<file path="src/rtl/btn_event_ctrl_if.sv">
// Button controller bus: debounced button levels in, event pulses and
// ownership status out.
interface btn_event_ctrl_if;
    logic [3:0] i_btn;
    logic [3:0] o_short;
    logic [3:0] o_long;
    logic [3:0] o_repeat;
    logic [1:0] o_grant;
    logic       o_busy;

    modport master (
        output i_btn,
        input  o_short,
        input  o_long,
        input  o_repeat,
        input  o_grant,
        input  o_busy
    );

    modport slave (
        input  i_btn,
        output o_short,
        output o_long,
        output o_repeat,
        output o_grant,
        output o_busy
    );
endinterface

</file>
<file path="src/rtl/btn_event_ctrl.sv">
// Four-button press classifier: one button owns the controller at a time and
// gets short / long / auto-repeat pulses; all outputs are registered.
module btn_event_ctrl #(
    parameter int unsigned LONG_CNT   = 100_000_000,
    parameter int unsigned REPEAT_CNT = 20_000_000
) (
    input  logic               clk,
    input  logic               rst,
    btn_event_ctrl_if.slave    bus
);

    localparam int unsigned CNT_MAX = (LONG_CNT > REPEAT_CNT) ? LONG_CNT : REPEAT_CNT;
    localparam int unsigned CNT_W   = (CNT_MAX > 2) ? $clog2(CNT_MAX) : 1;

    // The rising sample that grants the press already counts as the first
    // held cycle, so PRESS fires one count earlier than HOLD does.
    localparam logic [CNT_W-1:0] LONG_HIT = CNT_W'(LONG_CNT - 2);
    localparam logic [CNT_W-1:0] REP_HIT  = CNT_W'(REPEAT_CNT - 1);

    localparam logic [1:0] ST_IDLE  = 2'd0;
    localparam logic [1:0] ST_PRESS = 2'd1;
    localparam logic [1:0] ST_HOLD  = 2'd2;
    localparam logic [1:0] ST_LOCK  = 2'd3;

    logic [1:0]       state_q, state_d;
    logic [CNT_W-1:0] cnt_q, cnt_d;
    logic [1:0]       grant_q, grant_d;
    logic [3:0]       btn_prev_q, btn_prev_d;
    logic [3:0]       short_q, short_d;
    logic [3:0]       long_q, long_d;
    logic [3:0]       repeat_q, repeat_d;
    logic             busy_q, busy_d;

    logic [3:0]       rise;
    logic [3:0]       grant_oh;
    logic             g_held;

    // Next-state, counter and event decode for the owning button.
    always_comb begin
        state_d    = state_q;
        cnt_d      = cnt_q;
        grant_d    = grant_q;
        btn_prev_d = bus.i_btn;
        short_d    = '0;
        long_d     = '0;
        repeat_d   = '0;

        rise     = bus.i_btn & ~btn_prev_q;
        grant_oh = 4'b0001 << grant_q;
        g_held   = bus.i_btn[grant_q];

        case (state_q)
            ST_IDLE: begin
                if (|rise) begin
                    state_d = ST_PRESS;
                    cnt_d   = '0;
                    if (rise[0])      grant_d = 2'd0;
                    else if (rise[1]) grant_d = 2'd1;
                    else if (rise[2]) grant_d = 2'd2;
                    else              grant_d = 2'd3;
                end
            end
            ST_PRESS: begin
                // Release is tested first so it wins over a coincident threshold.
                if (!g_held) begin
                    short_d = grant_oh;
                    state_d = ST_LOCK;
                    cnt_d   = '0;
                end else if (cnt_q == LONG_HIT) begin
                    long_d  = grant_oh;
                    state_d = ST_HOLD;
                    cnt_d   = '0;
                end else begin
                    cnt_d = cnt_q + CNT_W'(1);
                end
            end
            ST_HOLD: begin
                if (!g_held) begin
                    state_d = ST_LOCK;
                    cnt_d   = '0;
                end else if (cnt_q == REP_HIT) begin
                    repeat_d = grant_oh;
                    cnt_d    = '0;
                end else begin
                    cnt_d = cnt_q + CNT_W'(1);
                end
            end
            ST_LOCK: begin
                if (bus.i_btn == 4'b0000) begin
                    state_d = ST_IDLE;
                    cnt_d   = '0;
                end
            end
            default: begin
                state_d = ST_IDLE;
                cnt_d   = '0;
            end
        endcase

        busy_d = (state_d != ST_IDLE);
    end

    // Register update; reset preloads btn_prev so held buttons need a re-press.
    always_ff @(posedge clk) begin
        if (!rst) begin
            state_q    <= ST_IDLE;
            cnt_q      <= '0;
            grant_q    <= '0;
            btn_prev_q <= '1;
            short_q    <= '0;
            long_q     <= '0;
            repeat_q   <= '0;
            busy_q     <= 1'b0;
        end else begin
            state_q    <= state_d;
            cnt_q      <= cnt_d;
            grant_q    <= grant_d;
            btn_prev_q <= btn_prev_d;
            short_q    <= short_d;
            long_q     <= long_d;
            repeat_q   <= repeat_d;
            busy_q     <= busy_d;
        end
    end

    assign bus.o_short  = short_q;
    assign bus.o_long   = long_q;
    assign bus.o_repeat = repeat_q;
    assign bus.o_grant  = grant_q;
    assign bus.o_busy   = busy_q;

endmodule

</file>
<file path="src/flat_wrapper.sv">
// flat-port wrapper written by rule: the top's interface ports become plain ports
module btn_event_ctrl_flat 
#(
    parameter int unsigned LONG_CNT   = 100_000_000,
    parameter int unsigned REPEAT_CNT = 20_000_000
)
  (clk, rst, bus_i_btn, bus_o_short, bus_o_long, bus_o_repeat, bus_o_grant, bus_o_busy);
  btn_event_ctrl_if bus_i ();
  input  logic clk;
  input  logic rst;
  input wire logic [$bits(bus_i.i_btn)-1:0] bus_i_btn;
  output wire logic [$bits(bus_i.o_short)-1:0] bus_o_short;
  output wire logic [$bits(bus_i.o_long)-1:0] bus_o_long;
  output wire logic [$bits(bus_i.o_repeat)-1:0] bus_o_repeat;
  output wire logic [$bits(bus_i.o_grant)-1:0] bus_o_grant;
  output wire logic [$bits(bus_i.o_busy)-1:0] bus_o_busy;
  assign bus_i.i_btn = bus_i_btn;
  assign bus_o_short = bus_i.o_short;
  assign bus_o_long = bus_i.o_long;
  assign bus_o_repeat = bus_i.o_repeat;
  assign bus_o_grant = bus_i.o_grant;
  assign bus_o_busy = bus_i.o_busy;
  btn_event_ctrl #(.LONG_CNT(LONG_CNT), .REPEAT_CNT(REPEAT_CNT)) u_core (.clk(clk), .rst(rst), .bus(bus_i));
endmodule
</file>
<file path="config.mk">
export PLATFORM = sky130hd
export DESIGN_NAME = btn_event_ctrl_flat
export DESIGN_NICKNAME = d
export VERILOG_FILES = /design/src/rtl/btn_event_ctrl_if.sv /design/src/rtl/btn_event_ctrl.sv /design/src/flat_wrapper.sv
export SDC_FILE = /design/constraint.sdc
export NUM_CORES = 1
export LEC_CHECK = 0
export ABC_AREA = 0
export CORE_MARGIN = 1
export CORE_UTILIZATION = 55
export DETAILED_ROUTE_END_ITERATION = 8
export PLACE_DENSITY_LB_ADDON = 0.12
export REMOVE_ABC_BUFFERS = 1
export SETUP_SLACK_MARGIN = 0.15
export SLEW_MARGIN = 20
export SYNTH_ARGS = -nofsm -noshare
export SYNTH_HDL_FRONTEND = slang
export SYNTH_SLANG_ARGS = --single-unit
</file>
<file path="constraint.sdc">
create_clock -name clk -period 2.8 [get_ports clk]
set_clock_uncertainty 0.1 [all_clocks]
set_input_delay 0.56 -clock clk [delete_from_list [all_inputs] [get_ports clk]]
set_output_delay 0.56 -clock clk [all_outputs]
set_load 0.01 [all_outputs]
</file>
* Word level (Yosys, flattened, before mapping)
Index checks and enable logic that the tools add are counted.
Storage, ports and cells: register bits 48, latch bits 0, RAM bits 0, memory bits (read-only) 0, output and inout port bits 15, word-level logic and storage cells 49, memories 0
Cells by class: add/sub/neg operators 1, multiply operators 0, divide/modulo/power cells 0, $lt $le $gt $ge 1, eq/ne operators 7, shifts and indexed selects 1, muxes and demuxes 18, bitwise gates (word level) 4, reduce and logical (&&, ||, !) cells 9
Operators by type and width (count):
- $mux W27 | 6
- $pmux W27 S4 | 1
- $add A27 B1 Y27 const B | 1
- $eq A27 B25 Y1 const B | 1
- $eq A27 B27 Y1 const B | 1
- $mux W2 | 7
- $pmux W2 S4 | 1
- $reduce_and A4 Y1 | 2
- $and A4 B4 Y4 | 1
- $eq A2 B2 Y1 const B | 2
- $logic_not A4 Y1 | 1
- $ne A2 B1 Y1 const B | 2
- $not A4 Y4 | 1
- $reduce_and A2 Y1 | 2
- $reduce_or A4 Y1 | 1
- $shl A1 B2 Y4 const A | 1
- $lt A2 B3 Y1 const B | 1
- $reduce_or A3 Y1 | 1
- $bmux W1 S2 | 1
- $eq A2 B1 Y1 const B | 1
- $logic_not A2 Y1 | 1
- $mux W1 | 2
- $not A1 Y1 | 2
- $reduce_bool A2 Y1 | 1

* Logic depth before layout (Yosys ltp)
Gate-level depths: netlist of run 1.
depth after elaboration 6, mapped depth 9, mapped depth without buffers 8

* Least setup slack after synthesis of run 1
No wires, ideal clock.
kind input to register, start input bus_i_btn[0], end register u_core.cnt_q[19], arrival time 2021 ps, required time 2630 ps, path slack 609 ps, stages 5, path through o41a_1 > a2111oi_4 > nand2_2 > or3_1 > a21oi_1
On the way: cells in the longest elaborated chain, start to end 4, elaborated cells between the ends (all ways) 11, classes of those cells eq/ne: 2; mux: 5; bitwise: 1; reduce/logical: 3
RTL lines:
- start, declared | line flat_wrapper.sv:11 | input wire logic [$bits(bus_i.i_btn)-1:0] bus_i_btn;
- $bmux W1 S2 / $and A4 B4 Y4 (equally long branches) | line btn_event_ctrl.sv:50, btn_event_ctrl.sv:48
- $mux W1 (not written as such) / $reduce_or A4 Y1 (equally long branches) | line btn_event_ctrl.sv:50, btn_event_ctrl.sv:54
- $mux W27 (tied with other cells) | line btn_event_ctrl.sv:78 | if (!g_held) begin
- $pmux W27 S4 / $reduce_and A2 Y1 (equally long branches)
- end signal, assigned | line btn_event_ctrl.sv:116 | cnt_q <= cnt_d;
- end, declared | line btn_event_ctrl.sv:26 | logic [CNT_W-1:0] cnt_q, cnt_d;
Parallel ways exist; a longest one is shown, timed or not. The select of a mux whose other input is x is not followed. A chain may end at the register's enable or synchronous reset.

* Worst setup path in the final report of run 1
Ends and elaborated chain as after synthesis.

==> results of run 1 <==
Yosys cell counts, types with 2 or more instances:
| cell type | count | area share |
|---|---|---|
| nor4_1 | 3 | 0.0081 |
| and4_1 | 4 | 0.015 |
| nand2_1 | 15 | 0.024 |
| nand4_1 | 15 | 0.041 |
| nand2b_1 | 8 | 0.022 |
| nor2b_1 | 2 | 0.0054 |
| o31ai_1 | 5 | 0.016 |
| and3_1 | 7 | 0.019 |
| nand4b_1 | 3 | 0.011 |
| o311ai_1 | 2 | 0.0076 |
| or3_1 | 2 | 0.0054 |
| ha_1 | 7 | 0.038 |
| a31oi_1 | 4 | 0.011 |
| a22oi_1 | 3 | 0.0097 |
| clkbuf_1 | 8 | 0.013 |
| o21ai_0 | 12 | 0.026 |
| xor2_1 | 11 | 0.042 |
| nor2_1 | 31 | 0.050 |
| a21oi_1 | 6 | 0.013 |
| dfxtp_1 | 48 | 0.42 |
| inv_1 | 9 | 0.015 |
| buf_2 | 2 | 0.0043 |
| nand3_1 | 19 | 0.041 |
| or2_2 | 3 | 0.0081 |
| nor3_1 | 7 | 0.015 |
| nor4b_1 | 2 | 0.0076 |
| a41oi_1 | 3 | 0.011 |
power by group:
group | internal (mW) | total, mW | leakage [nW] | switching, mW
registers | 0.694 | 0.709 | 0.388 | 0.0143
logic | 0.0716 | 0.166 | 0.519 | 0.0948
clock network | 0.174 | 0.405 | 0.0479 | 0.231
registers in the layout, summed over array words and instances, names as in the netlist:
signal and flops:
u_core.btn_prev_q 4, u_core.cnt_q 27, u_core.bus.o_short 4, u_core.bus.o_repeat 4, u_core.state_q 2, u_core.bus.o_long 4
u_core.bus.o_busy 1, u_core.bus.o_grant 2
layer usage:
| layer | part of all wire | routed length [µm] | vias up | GRT usage |
|---|---|---|---|---|
| met5 | 0 | 0 | - | 0 |
| met4 | 0.023 | 113 | 0 | 0.1117 |
| met3 | 0.040 | 194 | 9 | 0.04795 |
| met2 | 0.46 | 2276 | 56 | 0.3914 |
| met1 | 0.47 | 2325 | 945 | 0.3253 |
| li1 | - | - | 1023 | - |
area by class of cell:
cell class,count,area (µm²),area share
Timing Repair Buffer,34,305.3,0.1121
Multi-Input combinational cell,195,1269,0.4660
Clock buffer,5,68.82,0.02528
Sequential cell,48,960.9,0.3529
Inverter,10,37.54,0.01379
Clock inverter,3,18.77,0.006893
Tap cell,50,62.56,0.02298
worst max-delay path: stages:
cell,delay (ps)
clkdlybuf4s50_1,450
o41a_1,540
a2111oi_4,290
buf_4,210
nand2_2,80
or3_1,310
a21oi_1,140
worst max path at each step:
stage,slack [ps],endpoint,depth (start not counted)
after floorplan,570,u_core.cnt_q[3],5
after global placement,90,u_core.cnt_q[19],7
after detailed placement,60,u_core.cnt_q[19],7
after CTS,370,u_core.cnt_q[19],7
after global routing,230,u_core.cnt_q[22],8
final,360,u_core.cnt_q[19],7
cells by family after synthesis:
kind of cell / count (synthesis) / synth area share
buffers and inverters: 21 / 0.03676
flip-flops: 48 / 0.4151
XOR/XNOR: 12 / 0.04541
adder cells (fa/ha/maj): 7 / 0.03784
multiplexers: 2 / 0.01405
AO/OA/AOI/OAI: 44 / 0.1389
AND/OR/NAND/NOR: 130 / 0.3119
==> run metrics, run 1 <==
Final WS setup between 300 and 400 ps; Root Buffer clkbuf_8; number of remaining DRC errors 0; post-synth cell types 50; largest net degree at the start of global routing 16; total CTS buffers 5; CP Capture Type register; most common cell after layout, fill and taps aside dfxtp_1; clock tree sinks 48; TNS Setup 0 ps; final period utilization 0.8705; Max H-tree Level 2; Worst Reg2Reg Path Length in Cells 8; die area around 4500 µm²; Placer Congestion approximately 0.85; sequential share of the synthesized area 0.4151; max cap viols 0; All-Layer GR Usage 0.2485; hold_buf cts 0; Via Count about 2000; placed insts approximately 340; first-pass GRT wire length 8259 µm; WHS just over 400 ps; Worst R2R End u_core.cnt_q[26]; Post-DP Area between 2000 and 3000 µm²; DR pass1 iterations 6; post-route ant nets 0; mapped cell area roughly 2300 µm²; commonest cells after routing, fill and taps aside dfxtp_1 (48), nor2_1 (31), clkdlybuf4s50_1 (20); # resized after CTS 0; Hold Vio Cnt, Final 0; RSZ-0062 raised after global routing no; FP Rows 23; hpwl dp between 3000 and 4000 µm; Final Util 0.6758; Synth async-reset ratio 0; clock latency at the later pin of the worst-skew pair ~300 ps; Worst Setup SP bus_i_btn[0]; Lkg Pwr between 0.9 and 1 nW; min Tclk post-route 2438 ps; Yosys reg bits 48; pre-CTS setup slack about 55 ps; # IOs 21; Clock Path Buffers 2; die height between 60 and 70 µm; maximum vdd drop 0.2499 mV; fillers 327; Finished Cell Area ~2700 µm²; hold endpoint u_core.cnt_q[0]; 1st-iter DRT viols ~140; CP arrival ~2600 ps; vias per cell a little under 6; wirelength, routed 4910 µm; crit-path max FO 8; core area 4029 µm²; worst rel slew slack 0.6040; CTS tree built; Post-synth EDFFs 0; fraction of layout cells with a size suffix above 1 0.1220; Post-Syn Area per Cell 8.768 µm²; critical path class input port to register; Worst Hold Path Cells 2; port bufs 20; final setup vio count 0; Mapped Cells about 260; pins over their slew limit 0; Reg2Reg Setup Slack ~460 ps; initial antenna violation count 0; outcome completed; die width between 60 and 70 µm; Critical Path Source Type input port; Non-Filler Instances between 300 and 400; post-CTS setup buffer count 0; Nets between 300 and 400; pwr dens 470.3 nW/µm²; Synth Warn # 0; fmax about 400 MHz; Hold Startpoint u_core.cnt_q[0]; area delta synth->final 17.62%; drt wl/cell around 14 µm; clock slew at reported path FFs roughly 90 ps; predominant post-synthesis flop cell dfxtp_1; ANT cells 0; Hold Path Class register to register; Starting Density 0.5745; Worst R2R Start u_core.cnt_q[1]; vias in the first global route between 1500 and 2000; actual slew at the worst max-slew pin roughly 590 ps; Worst EP required between 2000 and 3000 ps; total power between 1 and 1.5 mW; gr ovfl total 0
No activity file was read; power rests on OpenSTA's default activity.
==> run 2, diff against run 1 <==
- CORE_UTILIZATION: 55 -> 57
==> run 2 against run 1 <==
Count of clock-buffer cells in the layout grew 2; sequential share of layout area shrank 0.34 points; core utilization grew 5.3 points; sequential power is essentially flat; non-clock buffer count shrank 3; global-route usage grew 0.12 points; cell count shrank 1.4%; power grew 10%; worst setup slack lost 2.6 ps; largest power group unchanged.
==> run metrics, run 2 (synthesized netlist as in run 1, its figures left out) <==
wirelength, routed just under 5000 µm; Worst R2R End u_core.cnt_q[22]; number of remaining DRC errors 0; WHS about 410 ps; commonest cells after routing, fill and taps aside dfxtp_1 (48), nor2_1 (31), clkdlybuf4s50_1 (20); hpwl dp roughly 3500 µm; fraction of layout cells with a size suffix above 1 0.1130; first-pass GRT wire length between 8000 and 9000 µm; Nets between 300 and 400; Max H-tree Level 2; Non-Filler Instances 340; max cap viols 0; FP Rows 22; actual slew at the worst max-slew pin between 500 and 600 ps; Root Buffer clkbuf_8; peak-usage layer in the global routing report met2; largest net degree at the start of global routing 15; hold_buf cts 0; TNS Setup 0 ps; CP arrival 2570 ps; grt met2 use 0.4094; Hold Vio Cnt, Final 0; Hold Startpoint u_core.cnt_q[0]; port bufs 20; drt wl/cell 14.43 µm; initial antenna violation count 0; max reg flops 27; Clock Path Buffers 2; Reg2Reg Setup Slack approximately 450 ps; fillers between 200 and 300; final setup vio count 0; final period utilization 0.8715; DR pass1 iterations 4; total CTS buffers 5; outcome completed; post-CTS setup buffer count 0; core area ~3800 µm²; Lkg Pwr about 0.96 nW; Starting Density 0.6138; Worst EP required 2930 ps; Largest Register u_core.cnt_q; gr ovfl total 0; area of the multi-input gates approximately 1300 µm²; register area slightly below 1000 µm²; # IOs 21; Post-DP Area between 2000 and 3000 µm²; Critical Path Source Type input port; die width around 66 µm; critical path class input port to register; die area 4320 µm²; clock slew at reported path FFs 90 ps; Final WS setup around 360 ps; pre-CTS setup slack about 58 ps; total power between 1 and 1.5 mW; Via Count 2061; vias per cell around 6; 1st-iter DRT viols 106; clock latency at the later pin of the worst-skew pair roughly 300 ps; fmax 409.8 MHz; Hold Path Class register to register; clock tree sinks between 40 and 50; maximum vdd drop around 0.25 mV; Placer Congestion ~0.88; die height 65.73 µm; pwr dens between 500 and 600 nW/µm²; CTS tree built; Worst Reg2Reg Path Length in Cells 8; ANT cells 0; All-Layer GR Usage 0.2496; crit-path max FO 8; area delta synth->final 18.76%; placed insts between 300 and 400; met3 GRT Util 0.05208; GR Util met1 0.3155; hold endpoint u_core.cnt_q[0]; RSZ-0062 raised after global routing no; Final Util 0.7289; Worst R2R Start u_core.cnt_q[1]; vias in the first global route around 1800; # resized after CTS 0; CP Capture Type register; Finished Cell Area about 2700 µm²; post-route ant nets 0; worst rel slew slack 0.6194; pins over their slew limit 0; min Tclk post-route 2440 ps; most common cell after layout, fill and taps aside dfxtp_1; Worst Hold Path Cells 2
-- run 2: cell types whose count changed in the layout (fill, tap and decap cells not counted) --
cell       delta
clkbuf_8      +2
buf_12        +1
bufinv_16     +1
clkinv_2      -2
clkinv_4      -1
buf_4         -4
-- run 2: worst max-delay path by stage --
stage | start | depth (start not counted) | to | slack, ps
global placement | bus_i_btn[1] | 7 | u_core.cnt_q[19] | 100
global route | bus_i_btn[1] | 7 | u_core.cnt_q[19] | 250
floorplan | bus_i_btn[0] | 5 | u_core.cnt_q[3] | 570
detailed placement | bus_i_btn[1] | 7 | u_core.cnt_q[19] | 60
CTS | bus_i_btn[1] | 7 | u_core.cnt_q[19] | 360
finish | bus_i_btn[1] | 7 | u_core.cnt_q[19] | 360
-- run 2: area by class of cell --
type | instances | area share
tap | 48 | 0.02185
sequential | 48 | 0.3496
clock buffer | 7 | 0.03505
multi-input combinational | 195 | 0.4615
clock inverter | 1 | 0.01092
inverter | 10 | 0.01365
timing repair buffer | 31 | 0.1074
-- run 2: layer usage --
layer,wire length (µm),vias up
met3,200,6
met1,2324,973
met5,0,-
met2,2320,63
met4,61,0
li1,-,1019
-- run 2: worst max-delay path, cell delays in order --
cell	delay, ps
clkdlybuf4s50_1	460
o41a_1	530
a2111oi_4	290
buf_4	210
nand2_2	70
or3_1	300
a21oi_1	140
-- run 2: where the power goes --
part / leakage (nW) / internal, mW / switching, mW / total [mW]
clock network: 0.0645 / 0.315 / 0.228 / 0.543
registers: 0.388 / 0.694 / 0.0136 / 0.708
logic: 0.511 / 0.0684 / 0.0921 / 0.161
==> run 3, diff against run 2 <==
- CTS_CLUSTER_SIZE: unset -> 14
- PLACE_DENSITY_LB_ADDON: 0.12 -> 0.1
==> run 3 against run 2 <==
Register-to-register slack got worse by 50 ps; combinational power increased by 2%; clock power decreased by 24%; cell count increased by 0.29%; maximum frequency increased by 0.28%; via count decreased by 1.9%; global-route usage decreased by 0.46 points; first-iteration DRC count increased by 55%; die area unchanged; count of clock-buffer cells in the layout decreased by 2; wire length increased by 0.43%; critical path type unchanged; largest power group unchanged; highest routed layer unchanged.
==> run metrics, run 3 (synthesized netlist as in run 1, its figures left out) <==
Root Buffer clkbuf_8; hold_buf cts 0; drt wl/cell 14.45 µm; vias per cell ~6; CTS tree built; min Tclk post-route between 2000 and 2500 ps; Clock Path Buffers 2; CP Capture Type register; All-Layer GR Usage 0.2451; maximum vdd drop ~0.25 mV; Post-DP Area 2630 µm²; Worst EP required about 2900 ps; number of remaining DRC errors 0; first-pass GRT wire length a little over 8000 µm; die width approximately 66 µm; CP arrival about 2600 ps; fillers between 300 and 400; clock tree sinks 48; Via Count a little over 2000; crit path max-delay cell type o41a_1; Largest Register u_core.cnt_q; largest net degree at the start of global routing 17; DR WL met2 between 2000 and 2500 µm; Finished Cell Area roughly 2700 µm²; port bufs 20; hpwl dp between 3000 and 4000 µm; Lkg Pwr between 0.9 and 1 nW; delay-heaviest family, CP compound AO/OA/AOI/OAI gates; DR pass1 iterations 4; Final WS setup roughly 370 ps; final setup vio count 0; crit-path max FO 8; die height 65.73 µm; Non-Filler Instances approximately 340; # IOs 21; Critical Path Source Type input port; placed insts between 300 and 400; pre-CTS setup slack 60.89 ps; Max H-tree Level 2; commonest cells after routing, fill and taps aside dfxtp_1 (48), nor2_1 (31), clkdlybuf4s50_1 (20); RSZ-0062 raised after global routing no; critical path class input port to register; M1 WL between 2000 and 2500 µm; post-route ant nets 0; final period utilization 0.8691; max reg flops 27; FP Rows 22; routed wl met3 approximately 190 µm; core area between 3000 and 4000 µm²; Hold Path Class register to register; max cap viols 0; pwr dens approximately 470 nW/µm²; Placer Congestion roughly 0.94; outcome completed; actual slew at the worst max-slew pin roughly 600 ps; gr ovfl total 0; post-CTS setup buffer count 0; Hold Vio Cnt, Final 0; pins over their slew limit 0; area delta synth->final 17.62%; vias in the first global route between 1500 and 2000; die area between 4000 and 5000 µm²; Crit path largest cell delay 520 ps; # resized after CTS 0; Worst Path Buf+Inv 2; clock slew at reported path FFs around 90 ps; ANT cells 0; Top Metal Used met4; worst rel slew slack 0.5888; total CTS buffers 5; 1st-iter DRT viols around 160; wirelength, routed 4928 µm; worst path cell trace clkdlybuf4s50_1 -> o41a_1 -> a2111oi_4 -> buf_4 -> nand2_2 -> or3_1 -> a21oi_1; fraction of layout cells with a size suffix above 1 0.1160; Starting Density 0.6138; Final Util 0.7220; TNS Setup 0 ps; fmax just over 400 MHz; clock latency at the later pin of the worst-skew pair ~300 ps; Nets between 300 and 400; initial antenna violation count 0; most common cell after layout, fill and taps aside dfxtp_1
==> run 3: cell count changes in the layout (fill, tap and decap cells not counted), sizes merged <==
cell	previous run	this run
clkbuf	7	5
clkinvlp	0	2
buf	11	12
bufinv	1	0
clkinv	0	1
==> run 3: per-stage QoR <==
step	hold WS [ps]	total power [mW]
6_report	412.3	1.287
5_1_grt	441.1	1.342
4_1_cts	409.9	1.298
3_5_place_dp	397.4	0.8875
3_3_place_gp	387.6	0.8850
2_1_floorplan	371.1	0.8112
==> run 3: metal layers <==
layer,track usage,vias up
met5,0,-
met4,0.1033,0
met3,0.03819,7
met2,0.4056,52
met1,0.3126,940
li1,-,1023
==> run 3: path summary, 6_finish.rpt <==
kind	startpoint	endpoint	depth (start not counted)	slack, ps
min	u_core.cnt_q[0]	u_core.cnt_q[0]	2	410
max reg2reg	u_core.cnt_q[1]	u_core.cnt_q[22]	8	400
min reg2reg	u_core.cnt_q[0]	u_core.cnt_q[0]	2	410
max	bus_i_btn[1]	u_core.cnt_q[19]	7	370
==> run 3: where the power goes <==
part / switching (mW) / internal (mW) / total [mW] / leakage [nW]
sequential: 0.0137 / 0.694 / 0.708 / 0.388
combinational: 0.0931 / 0.0717 / 0.165 / 0.516
clock: 0.237 / 0.177 / 0.414 / 0.0404
==> run 3: tightest hold or removal path, cell delays in order, from the launching register on <==
cell and delay, ps:
dfxtp_1 350, nand2_1 70, a21oi_1 50
==> run 3: final cells by class <==
type,count,area [µm²],area share
well taps,48,60.06,0.02206
clock inverters,3,23.77,0.008732
flip-flops and latches,48,960.9,0.3529
inverters,10,37.54,0.01379
repair buffers,32,302.8,0.1112
multi-input cells,195,1269,0.4660
clock buffers,5,68.82,0.02528
